**config.mk**
```make
export PLATFORM = sky130hd
export DESIGN_NAME = switch_box_config_loader
export DESIGN_NICKNAME = d
export VERILOG_FILES = /design/src/rtl/switch_box_config_loader_pkg.sv /design/src/rtl/switch_box_config_loader_cfg_word_assembler.sv /design/src/rtl/switch_box_config_loader.sv
export SDC_FILE = /design/constraint.sdc
export NUM_CORES = 2
export LEC_CHECK = 0
export CORE_AREA = 5 5 460 462
export CTS_CLUSTER_DIAMETER = 30
export DETAILED_ROUTE_END_ITERATION = 12
export DIE_AREA = 0 0 465 467
export PLACE_DENSITY = 0.51
export SLEW_MARGIN = 5
export SYNTH_ARGS = -nofsm -noshare
export SYNTH_HDL_FRONTEND = slang
export SYNTH_SLANG_ARGS = --single-unit
export TNS_END_PERCENT = 1
```
**constraint.sdc**
```tcl
create_clock -name clk -period 5 [get_ports clk]
set_input_delay 1.5 -clock clk [delete_from_list [all_inputs] [get_ports clk]]
set_output_delay 1.5 -clock clk [all_outputs]
set_load 0.1 [all_outputs]
```
**src/rtl/switch_box_config_loader_pkg.sv**
```systemverilog
// Shared types and helpers for the switch box config loader: FSM states,
// header field layout and payload beat count.
package switch_box_config_loader_pkg;

  typedef enum logic [1:0] {
    StIdle,
    StLoad,
    StSkip,
    StCommit
  } state_e;

  localparam int unsigned CfgDataW    = 32;
  localparam int unsigned CfgIdW      = 8;
  localparam int unsigned HdrBcastBit = CfgDataW - 1;

  function automatic int unsigned calc_nbeats(input int unsigned conf_w,
                                              input int unsigned data_w);
    return (conf_w + data_w - 1) / data_w;
  endfunction

endpackage

```
**src/rtl/switch_box_config_loader_cfg_word_assembler.sv**
```systemverilog
// Holds the assembled config vector; writes one DATA_W slice per strobe,
// dropping the bits of the final word that fall past CONF_WIDTH.
module switch_box_config_loader_cfg_word_assembler #(
  parameter int unsigned CONF_WIDTH = 1164,
  parameter int unsigned DATA_W     = 32,
  parameter int unsigned CNT_W      = 6
) (
  input  logic                  clk,
  input  logic                  rst,
  input  logic                  wr_en,
  input  logic [CNT_W-1:0]      idx,
  input  logic [DATA_W-1:0]     wdata,
  output logic [CONF_WIDTH-1:0] c
);

  logic [CONF_WIDTH-1:0] c_q, c_d;

  // Per-bit select keeps truncation of the top word implicit.
  always_comb begin
    c_d = c_q;
    if (wr_en) begin
      for (int unsigned b = 0; b < CONF_WIDTH; b++) begin
        if (idx == CNT_W'(b / DATA_W)) begin
          c_d[b] = wdata[b % DATA_W];
        end
      end
    end
  end

  always_ff @(posedge clk) begin
    if (rst) begin
      c_q <= '0;
    end else begin
      c_q <= c_d;
    end
  end

  assign c = c_q;

endmodule

```
**src/rtl/switch_box_config_loader.sv**
```systemverilog
// Stream-fed loader for a disjoint switch box: filters frames by tile id,
// assembles the config word and strobes cset once per complete frame.
module switch_box_config_loader
  import switch_box_config_loader_pkg::*;
#(
  parameter int unsigned W          = 194,
  parameter int unsigned CONF_WIDTH = 6 * W,
  parameter int unsigned DATA_W     = CfgDataW,
  parameter int unsigned ID_W       = CfgIdW,
  parameter int unsigned TILE_ID    = 0,
  parameter int unsigned NBEATS     = calc_nbeats(CONF_WIDTH, DATA_W)
) (
  input  logic                  clk,
  input  logic                  rst,
  input  logic                  cfg_valid,
  output logic                  cfg_ready,
  input  logic [DATA_W-1:0]     cfg_data,
  input  logic                  cfg_last,
  output logic [CONF_WIDTH-1:0] c,
  output logic                  cset,
  output logic                  err,
  input  logic                  err_clr
);

  localparam int unsigned CntW     = (NBEATS > 1) ? $clog2(NBEATS) : 1;
  localparam int unsigned BcastBit = DATA_W - 1;

  state_e            state_q, state_d;
  logic [CntW-1:0]   cnt_q, cnt_d;
  logic              err_q, err_d;
  logic              ready_q, ready_d;
  logic              xfer, hdr_hit, err_set, wr_en;

  assign xfer    = cfg_valid & ready_q;
  assign hdr_hit = (cfg_data[ID_W-1:0] == ID_W'(TILE_ID)) | cfg_data[BcastBit];

  always_comb begin
    state_d = state_q;
    cnt_d   = cnt_q;
    err_set = 1'b0;
    wr_en   = 1'b0;
    unique case (state_q)
      StIdle: begin
        if (xfer) begin
          if (cfg_last) begin
            err_set = 1'b1;
          end else if (hdr_hit) begin
            state_d = StLoad;
            cnt_d   = '0;
          end else begin
            state_d = StSkip;
          end
        end
      end
      StLoad: begin
        if (xfer) begin
          wr_en = 1'b1;
          cnt_d = cnt_q + CntW'(1);
          if (cnt_q == CntW'(NBEATS - 1)) begin
            if (cfg_last) begin
              state_d = StCommit;
            end else begin
              err_set = 1'b1;
              state_d = StSkip;
            end
          end else if (cfg_last) begin
            err_set = 1'b1;
            state_d = StIdle;
          end
        end
      end
      StSkip: begin
        if (xfer && cfg_last) begin
          state_d = StIdle;
        end
      end
      StCommit: begin
        state_d = StIdle;
      end
      default: begin
        state_d = StIdle;
      end
    endcase

    // A new error outranks a simultaneous clear.
    err_d   = err_set ? 1'b1 : (err_clr ? 1'b0 : err_q);
    ready_d = (state_d != StCommit);
  end

  always_ff @(posedge clk) begin
    if (rst) begin
      state_q <= StIdle;
      cnt_q   <= '0;
      err_q   <= 1'b0;
      ready_q <= 1'b0;
    end else begin
      state_q <= state_d;
      cnt_q   <= cnt_d;
      err_q   <= err_d;
      ready_q <= ready_d;
    end
  end

  switch_box_config_loader_cfg_word_assembler #(
    .CONF_WIDTH (CONF_WIDTH),
    .DATA_W     (DATA_W),
    .CNT_W      (CntW)
  ) u_assembler (
    .clk   (clk),
    .rst   (rst),
    .wr_en (wr_en),
    .idx   (cnt_q),
    .wdata (cfg_data),
    .c     (c)
  );

  assign cfg_ready = ready_q;
  assign cset      = (state_q == StCommit);
  assign err       = err_q;

endmodule
```
# ---- After elaboration in Yosys (flattened, before gate mapping)
# Cells that the tools add are included.
dict set report op_classes {
  n_addsub 1
  n_eq_ne 44
  mux 24
  bitwise_logic 2
  reduce_logical 44
}
# operator n
set op_table {}
lappend op_table {{$eq A6 B5 Y1 const B} 16}
lappend op_table {{$reduce_and A2 Y1} 37}
lappend op_table {{$eq A6 B4 Y1 const B} 8}
lappend op_table {{$eq A6 B6 Y1 const B} 5}
lappend op_table {{$eq A6 B3 Y1 const B} 4}
lappend op_table {{$mux W6} 4}
lappend op_table {{$mux W2} 7}
lappend op_table {{$eq A6 B2 Y1 const B} 2}
lappend op_table {{$pmux W6 S2} 1}
lappend op_table {{$mux W1} 10}
lappend op_table {{$ne A2 B2 Y1 const B} 5}
lappend op_table {{$logic_not A8 Y1} 1}
lappend op_table {{$pmux W2 S4} 1}
lappend op_table {{$add A6 B1 Y6 const B} 1}
lappend op_table {{$eq A6 B1 Y1 const B} 1}
lappend op_table {{$logic_not A6 Y1} 1}
lappend op_table {{$reduce_and A5 Y1} 1}
lappend op_table {{$eq A2 B2 Y1 const B} 2}
lappend op_table {{$reduce_bool A2 Y1} 2}
lappend op_table {{$eq A2 B1 Y1 const B} 1}
lappend op_table {{$logic_not A2 Y1} 1}
lappend op_table {{$pmux W1 S2} 1}
lappend op_table {{$and A1 B1 Y1} 1}
lappend op_table {{$logic_and A1 B1 Y1} 1}
lappend op_table {{$or A1 B1 Y1} 1}
dict set report totals {
  register_bits 1174
  inputBits 37
  out_inout_bits 1167
  word_cells 156
}

# ---- Depth between registers and ports, before layout
dict set report depth {
  ltp_word 7
  ltp_mapped 8
}

# ---- Hierarchy
# Synthesis repeated with hierarchy kept, for this count alone.
dict set report unflattened {
  cells_unflattened 4027
  area_unflattened_um2 44994.4
}
# mod n_inst cells_per_inst area_each_um2 seq_area_each_um2
set modules_own_cells {}
lappend modules_own_cells {switch_box_config_loader_cfg_word_assembler 1 3962 44381.3 23302.3}
lappend modules_own_cells {switch_box_config_loader 1 65 613.1 200.2}

# ---- Least setup slack after synthesis
# No wires, ideal clock.
dict set report synth_path {
  path_kind {input-to-reg}
  startpoint {in cfg_data[0]}
  endpoint {reg cnt_q[2]}
  setup_ns 0.070
  arrival_time_ns 2.821
  required_ns 4.930
  slack_ns 2.109
  path_stages 6
  path_cell_list {buf_2 nor4_1 a211oi_1 clkbuf_1 or4_1 a21oi_1}
}
dict set report synth_via {
  elab_chain_cells 4
}
# element line
set synth_rtl {}
lappend synth_rtl {{start, declared} switch_box_config_loader.sv:17} ;# input logic [DATA_W-1:0] cfg_data,
lappend synth_rtl {{$logic_not A8 Y1} switch_box_config_loader.sv:35} ;# assign hdr_hit = (cfg_data[ID_W-1:0] == ID_W'(TILE_ID)) | cfg_data[BcastBit];
lappend synth_rtl {{$or A1 B1 Y1} switch_box_config_loader.sv:35}
lappend synth_rtl {{$ne A2 B2 Y1 (no line)} n/a}
lappend synth_rtl {{$reduce_and A5 Y1 (no line)} n/a}
lappend synth_rtl {{end signal, assigned} switch_box_config_loader.sv:98} ;# cnt_q <= cnt_d;
lappend synth_rtl {{end, declared} switch_box_config_loader.sv:29} ;# logic [CntW-1:0] cnt_q, cnt_d;
# Every way passes these cells.
# A chain may end at the register's enable or synchronous reset.

# ---- Worst setup path in the final report
dict set report layout_path {
  startpoint {reg u_assembler.c_q[985] (netlist: u_assembler.c[985])}
  endpoint {out c[985]}
}
# element line
set layout_lines {}
lappend layout_lines {{start, declared} switch_box_config_loader_cfg_word_assembler.sv:16} ;# logic [CONF_WIDTH-1:0] c_q, c_d;
lappend layout_lines {{start signal, assigned} switch_box_config_loader_cfg_word_assembler.sv:32} ;# c_q <= '0;
lappend layout_lines {{start signal, assigned} switch_box_config_loader_cfg_word_assembler.sv:34} ;# c_q <= c_d;
lappend layout_lines {{end, declared} switch_box_config_loader.sv:19} ;# output logic [CONF_WIDTH-1:0] c,
# No word-level cell between the ends.

==> run_results.csv <==
group,metric,value,unit
die,dieWidth,465,µm
routing,wl,223400,µm
clocking,clock_sinks,1174,
worst_setup_path,crit_path_end_kind,"output port",
sta,rsz0062_at_grt,"no",
die,die_y,467,µm
sta,setup_violations,0,
place,place.gp.congestion,0.7855,
global_route,grt_pass1_vias,37850,
die,initial_core_util,21.28,%
worst_setup_path,worstSetupStartpointType,"flop",
synthesis,postSynth.asyncResetShare,0,%
sta,fmax,0.2467,GHz
worst_hold_path,hold_path_class,"reg -> reg",
finish,drive_gt1_share,12.70,%
power,vdd_ir_drop_max,0.3198,mV
synthesis,synth.distinct_cells,45,
power,seqPwrFrac,30.3,%
synthesis,synth_most_common_cell,"dfxtp_1",
power,total_power,31.07,mW
finish,final_area,69580,µm²
sta,post-route-min-period,4.054,ns
synthesis,synth.ff_latch_count,1174,
synthesis,ys.flop_type,"dfxtp_1",
worst_setup_path,cp_top_family,"buffers and inverters",
clocking,cts_tree,"done",
routing,drc,0,
finish,fin_nets,5889,
sta,fin_skew,0.09149,ns
finish,multi_input_area,18460,µm²
worst_setup_path,timing.rr.start,"cnt_q[5]$_SDFFE_PP0P_",
sta,maxSlewViolCount,0,
worst_setup_path,reg2reg_depth,6,
global_route,grt_usage,19.50,%
routing,dr.pass1.iters,6,
place,numPortBuffers,1203,
synthesis,yosys.area.top_type,"dfxtp_1",
worst_setup_path,timing.rr.end,"u_assembler.c[444]$_SDFFE_PP0P_",
routing,drtIter0Drc,2568,
routing,wl_per_cell,25.39,µm
routing,vias_per_cell,4.316,
worst_setup_path,cp.required,3.50,ns
clocking,cts_made_buffers,327,
die,die_area,217200,µm²
global_route,grt.overflow.total,0,
clocking,cts_setup_buffers,0,
power,switching_share,21.65,%
synthesis,synth-warning-count,0,
synthesis,synthCells,4622,
routing,via_count,37990,
clocking,htreeDepth,5,
synthesis,syn_area,43970,µm²
synthesis,synth_area_per_cell,9.514,µm²
worst_setup_path,cpPeakStageDelay,1.26,ns
global_route,grt_max_degree,197,
job,maxCapViolCount,0,
sta,post-route-period-util,81.08,%
worst_setup_path,worst_path_max_delay_cell,"clkdlybuf4s50_1",
power,clkPwrFrac,67.3,%
die,core_area,206700,µm²
global_route,antenna_found_initial,13,
global_route,grt_pass1_wl,302500,µm
synthesis,synthesis.nets,4663,
clocking,cts.root.buffer_cell,"clkbuf_16",
synthesis,synthTopCellsByCount,"dfxtp_1, nand2_1, nand2b_1, mux2i_1, a21oi_1",
sta,worst_pin_slew,1.195,ns
worst_hold_path,worstHoldStart,"u_assembler.c[106]$_SDFFE_PP0P_",
synthesis,synthTopCellsByArea,"dfxtp_1, mux2i_1, nand2b_1, nand2_1, a21oi_1",
power,p_sw,6.727,mW
clocking,cts_hold_buf,0,
sta,tns,0,ns
place,dp_hpwl,148500,µm
worst_setup_path,timing.critical_path.cells,"clkdlybuf4s50_1",
power,power_density,446.6,nW/µm²
worst_setup_path,cp_max_fo,2,
finish,fill_cells,20900,
clocking,cts_resized,0,
clocking,clk_pin_slew_worst_paths,0.04,ns
die,io_pins,1204,
worst_hold_path,min_to,"u_assembler.c[106]$_SDFFE_PP0P_",
clocking,clock_latency,0.91,ns
clocking,cts.path.max_buffers,4,
finish,area_delta_synth_final,58.24,%
synthesis,yosysSeqAreaShare,53.45,%
synthesis,synth-edff-count,0,
outcome,status,"complete, no violations",
worst_setup_path,cp.arrival,2.55,ns
power,p_comb_share,2.4,%
sta,max_slew_margin,20.33,%
worst_setup_path,r2r_slack,1.96,ns
place,place_area,58450,µm²
routing,drtAntennaViolNets,0,
power,p_leak,28.13,nW
die,num_rows,167,
finish,regArea,23500,µm²
synthesis,yosysTopAreaCellShare,53.45,%
worst_setup_path,path_buf_inv,1,
power,internal-power,24.35,mW
sta,hold_viol,0,
worst_setup_path,worstSetupPathType,"reg -> out",
worst_hold_path,hold_path_depth,2,
-- layout by cell type (no fill, tap or decap), types with 32 or more instances in the layout --
cell type and instances:
clkdlybuf4s50_1 1180, dfxtp_1 1174, nand2_1 1025, mux2i_1 652, nand2b_1 643, a21oi_1 521
clkbuf_16 327, buf_4 137, clkbuf_8 77, clkinv_2 58, clkbuf_1 43, bufinv_16 35
nand2b_2 32
-- power by group through the flow --
stage	clock (mW)	sequential, mW	combinational [mW]
5_1_grt	21.8	9.39	0.786
2_1_floorplan	0	9.58	0.341
6_report	20.9	9.40	0.756
3_5_place_dp	0	9.57	0.781
3_3_place_gp	0	9.57	0.781
4_1_cts	21.3	9.40	0.782
-- layer usage --
metal  routed length (µm)  part of all wire (%)  global-route usage, %
met2               107400                    48                  33.24
met5                    0                     0                      0
met1                86860                    39                  21.86
met3                20560                   9.2                  7.680
met4                 8576                   3.8                  7.681
-- worst max path at each step --
stage	cells after the start	to	from	slack, ns
2_1_floorplan	6	cnt_q[2]$_SDFFE_PP0P_	cfg_data[0]	2.11
3_3_place_gp	6	u_assembler.c[231]$_SDFFE_PP0P_	cfg_valid	0.94
3_5_place_dp	6	u_assembler.c[238]$_SDFFE_PP0P_	cfg_valid	0.90
4_1_cts	1	c[985]	u_assembler.c[985]$_SDFFE_PP0P_	0.83
5_1_grt	1	c[985]	u_assembler.c[985]$_SDFFE_PP0P_	0.83
6_report	1	c[985]	u_assembler.c[985]$_SDFFE_PP0P_	0.95
-- registers in the layout, summed over array words and instances, names as in the netlist --
name	cells
err	1
cfg_ready	1
state_q	2
cnt_q	6
u_assembler.c	1164
-- cell type report --
| class | count | share of cell area, % |
|---|---|---|
| Antenna cell | 5 | 0.01798 |
| Clock buffer | 447 | 13.51 |
| Clock inverter | 127 | 2.467 |
| Inverter | 6 | 0.03237 |
| Multi-Input combinational cell | 3000 | 26.53 |
| Sequential cell | 1174 | 33.78 |
| Tap cell | 2704 | 4.862 |
| Timing Repair Buffer | 1339 | 18.80 |
-- cells by family (layout without fill, tap and decap cells) --
group,Yosys count,count (layout),synth area share [%]
and+or+nand+nor,1807,1807,20.40
DFF,1174,1174,53.45
muxes,652,652,14.84
AOI/OAI and AO/OA,536,536,6.172
buffers and inverters,448,1919,4.999
adders and majority gates,4,4,0.1138
xor gates and xnor gates,1,1,0.01992
other,0,5,0
-- stage by stage --
stage          hold WS (ns)  instances  setup slack (ns)  utilization (%)
3_5_place_dp         0.4453       8223            0.8951            28.28
6_report             0.4486       8802            0.9462            33.67
4_1_cts              0.4511       8797            0.8307            33.67
2_1_floorplan        0.5075       4622             2.109                -
3_3_place_gp         0.4410       8223            0.9397            28.28
5_1_grt              0.4611       8798            0.8261            33.67
Power figures use the tool's default switching activity.
